## config.mk

```make
export PLATFORM = sky130hd
export DESIGN_NAME = mem_bus_ctrl
export DESIGN_NICKNAME = d
export VERILOG_FILES = /design/src/rtl/mem_bus_pkg.sv /design/src/rtl/mem_bus_ctrl_region_decode.sv /design/src/rtl/mem_bus_ctrl.sv
export SDC_FILE = /design/constraint.sdc
export NUM_CORES = 1
export LEC_CHECK = 0
export CAP_MARGIN = 20
export CORE_ASPECT_RATIO = 2
export CORE_UTILIZATION = 38
export DETAILED_ROUTE_END_ITERATION = 6
export PLACE_DENSITY = 0.85
export SYNTH_ARGS = -nofsm -noshare
export SYNTH_HDL_FRONTEND = slang
export SYNTH_HIERARCHICAL = 1
export SYNTH_SLANG_ARGS = --single-unit
```

## constraint.sdc

```tcl
create_clock -name clk -period 1.66 [get_ports clk]
set_input_delay 0.249 -clock clk [delete_from_list [all_inputs] [get_ports clk]]
set_output_delay 0.249 -clock clk [all_outputs]
set_load 0.01 [all_outputs]
```

## src/rtl/mem_bus_pkg.sv

```systemverilog
// mem_bus_pkg: state encoding and sizing helpers shared by mem_bus_ctrl and its decoder.
package mem_bus_pkg;

  localparam int WAIT_W = 4;

  typedef enum logic [1:0] {
    ST_IDLE   = 2'd0,
    ST_ACCESS = 2'd1,
    ST_DONE   = 2'd2,
    ST_ERR    = 2'd3
  } state_t;

  function automatic int idx_width(input int n);
    return (n > 1) ? $clog2(n) : 1;
  endfunction

endpackage

```

## src/rtl/mem_bus_ctrl_region_decode.sv

```systemverilog
// region_decode: combinational base/mask address matcher; the lowest matching region index wins.
module region_decode
  import mem_bus_pkg::*;
#(
  parameter int                                ADDR_WIDTH  = 8,
  parameter int                                NUM_REGIONS = 2,
  parameter logic [NUM_REGIONS*ADDR_WIDTH-1:0] REGION_BASE = {8'h80, 8'h00},
  parameter logic [NUM_REGIONS*ADDR_WIDTH-1:0] REGION_MASK = {8'h80, 8'h80},
  parameter int                                IDX_W       = idx_width(NUM_REGIONS)
) (
  input  logic [ADDR_WIDTH-1:0]  i_addr,
  output logic [NUM_REGIONS-1:0] o_hit,
  output logic [IDX_W-1:0]       o_idx,
  output logic                   o_miss
);

  logic [NUM_REGIONS-1:0] w_match;

  always_comb begin
    w_match = '0;
    for (int i = 0; i < NUM_REGIONS; i++) begin
      w_match[i] = ((i_addr & REGION_MASK[i*ADDR_WIDTH +: ADDR_WIDTH]) ==
                    (REGION_BASE[i*ADDR_WIDTH +: ADDR_WIDTH] & REGION_MASK[i*ADDR_WIDTH +: ADDR_WIDTH]));
    end
  end

  // Walk from the top down so the lowest matching index overwrites the rest.
  always_comb begin
    o_idx = '0;
    o_hit = '0;
    for (int i = NUM_REGIONS - 1; i >= 0; i--) begin
      if (w_match[i]) begin
        o_idx    = IDX_W'(i);
        o_hit    = '0;
        o_hit[i] = 1'b1;
      end
    end
  end

  assign o_miss = ~|w_match;

endmodule

```

## src/rtl/mem_bus_ctrl.sv

```systemverilog
// mem_bus_ctrl: routes CPU memory requests to base/mask decoded slave regions with per-region wait states.
// Optional MEM_BUS_ACK_EN: hold each access for the slave's bus_ack, aborting to a bus error after TIMEOUT cycles.
module mem_bus_ctrl
  import mem_bus_pkg::*;
#(
  parameter int                                DATA_WIDTH  = 8,
  parameter int                                ADDR_WIDTH  = 8,
  parameter int                                NUM_REGIONS = 2,
  parameter logic [NUM_REGIONS*ADDR_WIDTH-1:0] REGION_BASE = {8'h80, 8'h00},
  parameter logic [NUM_REGIONS*ADDR_WIDTH-1:0] REGION_MASK = {8'h80, 8'h80},
  parameter logic [NUM_REGIONS*WAIT_W-1:0]     REGION_WAIT = {4'd2, 4'd0},
  parameter int                                TIMEOUT     = 16
) (
  input  logic                              clk,
  input  logic                              rst,
  input  logic                              req_rd,
  input  logic                              req_wr,
  input  logic [ADDR_WIDTH-1:0]             req_addr,
  input  logic [DATA_WIDTH-1:0]             req_wdata,
  output logic [DATA_WIDTH-1:0]             req_rdata,
  output logic                              req_ready,
  output logic                              bus_err,
  output logic [NUM_REGIONS-1:0]            bus_cs,
  output logic [ADDR_WIDTH-1:0]             bus_addr,
  output logic [DATA_WIDTH-1:0]             bus_wdata,
  output logic                              bus_we,
  output logic                              bus_re,
  input  logic [NUM_REGIONS*DATA_WIDTH-1:0] bus_rdata,
  input  logic [NUM_REGIONS-1:0]            bus_ack
);

  localparam int IDX_W = idx_width(NUM_REGIONS);

  state_t                 r_state;
  logic [IDX_W-1:0]       r_idx;
  logic [NUM_REGIONS-1:0] r_cs;
  logic [ADDR_WIDTH-1:0]  r_addr;
  logic [DATA_WIDTH-1:0]  r_wdata;
  logic [DATA_WIDTH-1:0]  r_rdata;
  logic [WAIT_W-1:0]      r_wait;
  logic                   r_re;
  logic                   r_we;
  logic                   r_ready;
  logic                   r_err;

  logic [NUM_REGIONS-1:0] w_hit;
  logic [IDX_W-1:0]       w_idx;
  logic                   w_miss;
  logic [DATA_WIDTH-1:0]  w_sel_rdata;
  logic                   w_last;
  logic                   w_tmo;

  region_decode #(
    .ADDR_WIDTH  (ADDR_WIDTH),
    .NUM_REGIONS (NUM_REGIONS),
    .REGION_BASE (REGION_BASE),
    .REGION_MASK (REGION_MASK),
    .IDX_W       (IDX_W)
  ) u_decode (
    .i_addr (req_addr),
    .o_hit  (w_hit),
    .o_idx  (w_idx),
    .o_miss (w_miss)
  );

  assign w_sel_rdata = bus_rdata[r_idx*DATA_WIDTH +: DATA_WIDTH];

`ifdef MEM_BUS_ACK_EN
  localparam int TMO_W = $clog2(TIMEOUT + 1);
  logic [TMO_W-1:0] r_tmo;

  assign w_last = (r_wait == '0) && bus_ack[r_idx];
  assign w_tmo  = (r_tmo == TMO_W'(TIMEOUT - 1));

  // Watchdog counts every ACCESS cycle, wait states included.
  always_ff @(posedge clk or negedge rst) begin
    if (!rst) begin
      r_tmo <= '0;
    end else if (r_state == ST_ACCESS) begin
      r_tmo <= r_tmo + 1'b1;
    end else begin
      r_tmo <= '0;
    end
  end
`else
  logic w_unused_ack;

  assign w_last       = (r_wait == '0);
  assign w_tmo        = 1'b0;
  assign w_unused_ack = ^bus_ack ^ TIMEOUT[0];
`endif

  always_ff @(posedge clk or negedge rst) begin
    if (!rst) begin
      r_state <= ST_IDLE;
      r_idx   <= '0;
      r_cs    <= '0;
      r_addr  <= '0;
      r_wdata <= '0;
      r_rdata <= '0;
      r_wait  <= '0;
      r_re    <= 1'b0;
      r_we    <= 1'b0;
      r_ready <= 1'b0;
      r_err   <= 1'b0;
    end else begin
      r_ready <= 1'b0;
      r_err   <= 1'b0;
      case (r_state)
        ST_IDLE: begin
          if (req_rd && req_wr) begin
            r_state <= ST_ERR;
            r_ready <= 1'b1;
            r_err   <= 1'b1;
            r_rdata <= '0;
          end else if (req_rd || req_wr) begin
            r_addr  <= req_addr;
            r_wdata <= req_wdata;
            if (w_miss) begin
              r_state <= ST_ERR;
              r_ready <= 1'b1;
              r_err   <= 1'b1;
              r_rdata <= '0;
            end else begin
              r_state <= ST_ACCESS;
              r_idx   <= w_idx;
              r_cs    <= w_hit;
              r_re    <= req_rd;
              r_we    <= req_wr;
              r_wait  <= REGION_WAIT[w_idx*WAIT_W +: WAIT_W];
            end
          end
        end
        ST_ACCESS: begin
          if (w_last) begin
            r_state <= ST_DONE;
            r_ready <= 1'b1;
            r_cs    <= '0;
            r_re    <= 1'b0;
            r_we    <= 1'b0;
            if (r_re) begin
              r_rdata <= w_sel_rdata;
            end
          end else if (w_tmo) begin
            r_state <= ST_ERR;
            r_ready <= 1'b1;
            r_err   <= 1'b1;
            r_rdata <= '0;
            r_cs    <= '0;
            r_re    <= 1'b0;
            r_we    <= 1'b0;
          end else if (r_wait != '0) begin
            r_wait <= r_wait - 1'b1;
          end
        end
        ST_DONE, ST_ERR: begin
          r_state <= ST_IDLE;
        end
        default: begin
          r_state <= ST_IDLE;
        end
      endcase
    end
  end

  assign req_rdata = r_rdata;
  assign req_ready = r_ready;
  assign bus_err   = r_err;
  assign bus_cs    = r_cs;
  assign bus_addr  = r_addr;
  assign bus_wdata = r_wdata;
  assign bus_we    = r_we;
  assign bus_re    = r_re;

endmodule

```

[Word level (Yosys, flattened, before mapping)]
Index checks and enable logic that the tools add are counted.
Operators by class
  reductions and logical operators: 15
  shift operators: 2
  equality and inequality tests: 12
  bitwise operators: 1
  add/sub/neg operators: 1
  mux-type cells: 41
Operator list (number)
  8-bit two-way mux: 5
  2-bit two-way mux: 10
  4-bit two-way mux: 5
  8-bit one-hot mux with 2 select lines: 1
  16-bit by 5-bit indexed part select with 8-bit output: 1
  1-bit two-way mux: 14
  2-bit != test, second input constant: 6
  5-bit AND reduction: 2
  8-bit zero test: 1
  4-bit one-hot mux with 2 select lines: 1
  8-bit by 4-bit indexed part select with 4-bit output, first input constant: 1
  3-bit != test, second input constant: 2
  1-bit one-hot mux with 2 select lines: 3
  2-bit one-hot mux with 3 select lines: 1
  6-bit AND reduction: 1
  2-bit == test, second input constant: 2
  4-bit zero test: 1
  2-bit one-hot mux with 2 select lines: 1
  4-bit AND reduction: 1
  4-bit nonzero test: 1
  2-bit OR reduction: 2
  4-bit by 1-bit subtractor with 4-bit output, second input constant: 1
  3-bit AND reduction: 1
  2-bit by 1-bit == test with 1-bit output, second input constant: 1
  other kinds (7): 7
Word-level totals
  register bits: 37
  output and inout bits: 30
  input port bits: 38

[Longest topological paths before layout]
  word-level depth: 7
  depth in mapped cells: 7

[Hierarchy]
Netlist, hierarchy kept.
Modules (own cells, without submodules)
  mem_bus_ctrl: area an instance 1641.6 µm², instances 1, cells an instance 128
  region_decode: area an instance 30.0 µm², instances 1, cells an instance 5

[Least setup slack after synthesis]
No wires, ideal clock.
  path kind: register to register
  from: register r_wait[0]
  to: register r_rdata[0] (netlist: req_rdata[0])
  buffers on the path: 1
  arrival: 1.615 ns
  setup time: 0.129 ns
  stages on the path, launching flop included: 8
  path slack: -0.084 ns
  period minus slack after synthesis: 1.744 ns
  cell sequence: dfrtp_1 inv_1 ha_1 and4bb_1 a21oi_2 or4_4 buf_6 o2bb2ai_1
Between the ends
  word-level cells in the longest chain between the ends: 3
RTL lines
  start, declared: line mem_bus_ctrl.sv:40  | logic [WAIT_W-1:0] r_wait;
  start signal, assigned: line mem_bus_ctrl.sv:130  | r_wait <= REGION_WAIT[w_idx*WAIT_W +: WAIT_W];
  start signal, assigned: line mem_bus_ctrl.sv:153  | r_wait <= r_wait - 1'b1;
  4-bit zero test: line mem_bus_ctrl.sv:88  | assign w_last = (r_wait == '0);
  2-bit != test (no line)
  5-bit AND reduction (no line)
  end signal, assigned: line mem_bus_ctrl.sv:142  | r_rdata <= w_sel_rdata;
  end, declared: line mem_bus_ctrl.sv:39  | logic [DATA_WIDTH-1:0] r_rdata;
No other way between the ends.
A chain may end at the register's enable or synchronous reset.

[Worst setup path after layout]
  from: register r_wait[0]
  to: register r_rdata[5] (netlist: req_rdata[5])
Same word-level chain as after synthesis.

==> summary.md <==
### Power and ir drop
• internal cell power: 3400 uW
• sequential share of power: 0.335
• power per unit of standard cell area: 1860 nW/um^2
• Leakage: 0.00119 uW
• share of total power in combinational logic: 0.505
• Net Switching: 1580 uW
• switching portion of total power: 0.317
• clock network fraction of design power: 0.160
• Peak VDD IR: 1590 uV

### STA
• worst path setup slack after routing: -47.4 ps
• fin. max-slew vios: 0
• clock tree skew after final layout: 3.57 ps
• unrepaired setup endpoints after global routing: yes
• worst-case hold slack: -6.93 ps
• final cycle utilization of the critical path: 1.03
• min cycle time layout: 1710 ps
• Setup-failing EPs final: 12
• maximum clock rate: 586 MHz
• final-report hold violation count: 11

### Floorplanning
• I/O pin count: 68
• Die Wd: 48.9 um
• Initial Utilization: 0.401
• Die Y: 95.8 um
• Floorplan Core Area: 4170 um^2
• floorplan die area: 4680 um^2
• Core Rows: 33

### CTS
• worst skew pair latency: 280 ps
• clock input transition at the sequential cells of the worst setup and hold paths: 70 ps
• CTS HTree Levels: 2
• CTS hold repair buffers: 0
• number of buffers added by the clock tree synthesis step: 5
• number of buffers on the longest clock path: 2
• CTS Sinks: 37
• clock tree from TritonCTS: yes
• CTS Root Buffer Type: sky130_fd_sc_hd__clkbuf_8

### Detailed routing
• total DRC errors in the routed layout: 0
• first-pass iteration count of the detailed router: 4
• total via count after detailed routing: 1355
• Iter 0 DRT Violations: 18
• post-route ant nets: 0
• per-cell routed wire length: 14.5 um
• via/cell ratio: 5.02
• detailed-route wire length: 3930 um

### Worst setup path
• CP max-delay cell: sky130_fd_sc_hd__or4_4
• sort of element at the end of the critical path: flop
• CP cell instances: inv_2 > ha_4 > and4bb_2 > a21oi_2 > or4_4 > o2bb2ai_1
• Worst path top cell family by delay: simple AND/OR/NAND/NOR gates
• stage delay of the slowest cell on the critical path: 510 ps
• startpoint type of the worst setup path: flop
• largest driver fanout on the critical path: 8
• crit path DAT: 1880 ps
• buffers and inverters on the worst path: 1
• required time worst endpoint: 1830 ps
• category of the critical setup timing path: flop to flop

### Yosys
• EDFF count, synth: 0
• mean post-synth cell area: 12.6 um^2
• total nets after synthesis: 175
• fraction of post-synthesis cell area in the top cell type by area: 0.554
• Cells after Synth: 133
• register bit count reported by yosys: 37
• commonest register cell after synthesis: sky130_fd_sc_hd__dfrtp_1
• total of warnings raised by yosys: 6
• Distinct cells, synth: 33
• post-synth top area cell: sky130_fd_sc_hd__dfrtp_1
• proportion of register bits with asynchronous set or reset after synthesis: 1.00
• Synth top cells by count: sky130_fd_sc_hd__dfrtp_1, sky130_fd_sc_hd__mux2_2, sky130_fd_sc_hd__mux2i_1, sky130_fd_sc_hd__o2bb2ai_1
• mapped cell area: 1670 um^2
• top-count cell post-synth: sky130_fd_sc_hd__dfrtp_1
• dominant cells by area after synthesis: sky130_fd_sc_hd__dfrtp_1, sky130_fd_sc_hd__mux2_2, sky130_fd_sc_hd__mux2i_1
• part of the Yosys area used for sequential elements: 0.554

### Layout
• Non-Filler Instances: 270
• Net count, final: 259
• share of final-layout standard cells stronger than drive strength 1: 0.289
• post-layout util: 0.642
• relative area change from synthesis to final layout: 60.1%
• post-route design area: 2680 um^2
• antenna cell count: 0

### Place
• total instance count after detailed placement: 257
• placed instance area: 2490 um^2
• post-DP HPWL: 3000 um
• number of port buffers: 65
• Placer Congestion: 0.816

### Outcome
• run status: finished with violations
• failing checks: hold timing, setup timing

### Min path
• classification of the worst-slack hold path: primary input to async pin

### Global route
• final global-route overflow total: 0
• first-pass GRT wire length: 6240 um
• maximum number of pins on one net before global-route repair: 38
• antenna violations before repair: 0
• total global routing track utilization: 0.178
• via count of the first global-routing pass: 1325

### Flow run
• maximum capacitance violations: 0

## layout by cell type, fill, tap and decap left out, types with 2 or more instances in the layout
master	n
sky130_fd_sc_hd__a21oi_1	2
sky130_fd_sc_hd__a22o_1	5
sky130_fd_sc_hd__and3_1	2
sky130_fd_sc_hd__buf_4	20
sky130_fd_sc_hd__clkbuf_8	6
sky130_fd_sc_hd__clkdlybuf4s50_1	63
sky130_fd_sc_hd__dfrtp_1	37
sky130_fd_sc_hd__ha_1	3
sky130_fd_sc_hd__inv_1	5
sky130_fd_sc_hd__inv_2	3
sky130_fd_sc_hd__mux2_2	17
sky130_fd_sc_hd__mux2i_1	9
sky130_fd_sc_hd__nand2_1	3
sky130_fd_sc_hd__nor2_1	7
sky130_fd_sc_hd__nor3_1	5
sky130_fd_sc_hd__o21ai_0	2
sky130_fd_sc_hd__o2bb2ai_2	7
## final cells by class
type / instances / area, um^2
clock buffer: 7 / 86.3
fill: 339 / 1490
clock inverter: 1 / 30.0
inverter: 8 / 30.0
tap: 52 / 65.1
sequential: 37 / 926
multi-input combinational: 79 / 721
timing repair buffer: 86 / 818
## worst paths after layout
path	slack, ps	startpoint	depth (start not counted)	to
setup / recovery	-50	r_wait[0]$_DFFE_PN0P_	6	req_rdata[5]$_DFFE_PN0P_
min in group clk	270	req_rd	2	bus_re$_DFFE_PN0P_
setup reg to reg	-50	r_wait[0]$_DFFE_PN0P_	6	req_rdata[5]$_DFFE_PN0P_
hold / removal	-7	rst	2	bus_addr[4]$_DFFE_PN0P_
hold reg to reg	500	req_rdata[5]$_DFFE_PN0P_	1	req_rdata[5]$_DFFE_PN0P_
max in group asynchronous	1340	rst	2	r_wait[3]$_DFFE_PN0P_
## routing by layer
metal,up-vias,track usage,routed length [um]
met5,-,0,0
met4,0,0.0735,69
met3,6,0.0490,212
met2,44,0.321,2190
met1,666,0.194,1450
li1,639,-,-
## sequential cells by signal (all words and copies together), names as in the netlist
signal and flops:
bus_re 1, req_rdata 8, r_idx 1, bus_wdata 8, bus_err 1, bus_addr 8, req_ready 1, bus_cs 2
bus_we 1, r_state 2, r_wait 4
## kinds of logic after synthesis
family | share of synthesized area
simple gates | 0.0876
mux | 0.168
compound gates | 0.106
flops | 0.554
fa+ha+maj | 0.0299
other cells | 0.00224
buf+inv | 0.0516
## power by group through the flow
| stage | clock network [uW] | registers (uW) | logic (uW) |
|---|---|---|---|
| after CTS | 823 | 1660 | 2500 |
| after global placement | 0 | 1660 | 2320 |
| final | 798 | 1670 | 2520 |
| after global routing | 865 | 1730 | 2690 |
| after floorplan | 0 | 1750 | 1080 |
| after detailed placement | 0 | 1670 | 2380 |
## through the flow
| stage | setup slack [ps] | TNS [ps] | total power (uW) |
|---|---|---|---|
| 2_1_floorplan | -18.0 | -123 | 2830 |
| 3_3_place_gp | -251 | -7070 | 3980 |
| 3_5_place_dp | -300 | -7780 | 4050 |
| 4_1_cts | -42.9 | -236 | 4990 |
| 5_1_grt | -98.8 | -1110 | 5290 |
| 6_report | -47.4 | -371 | 4980 |
## repair_timing
action,4_1_cts,5_1_grt
resized for setup,6,3
endpoints found under the setup margin,13,25
hold endpoints to repair,0,0
buffers inserted,4,1
pin swaps,6,5
## worst reg2reg max path: cells and delay by family, from the launching register on
kind            cells  cell delay, ps
simple gates        2             780
fa+ha+maj           1             120
buf+inv             1              80
flops               1             400
compound gates      2             220
Power figures use the tool's default switching activity.
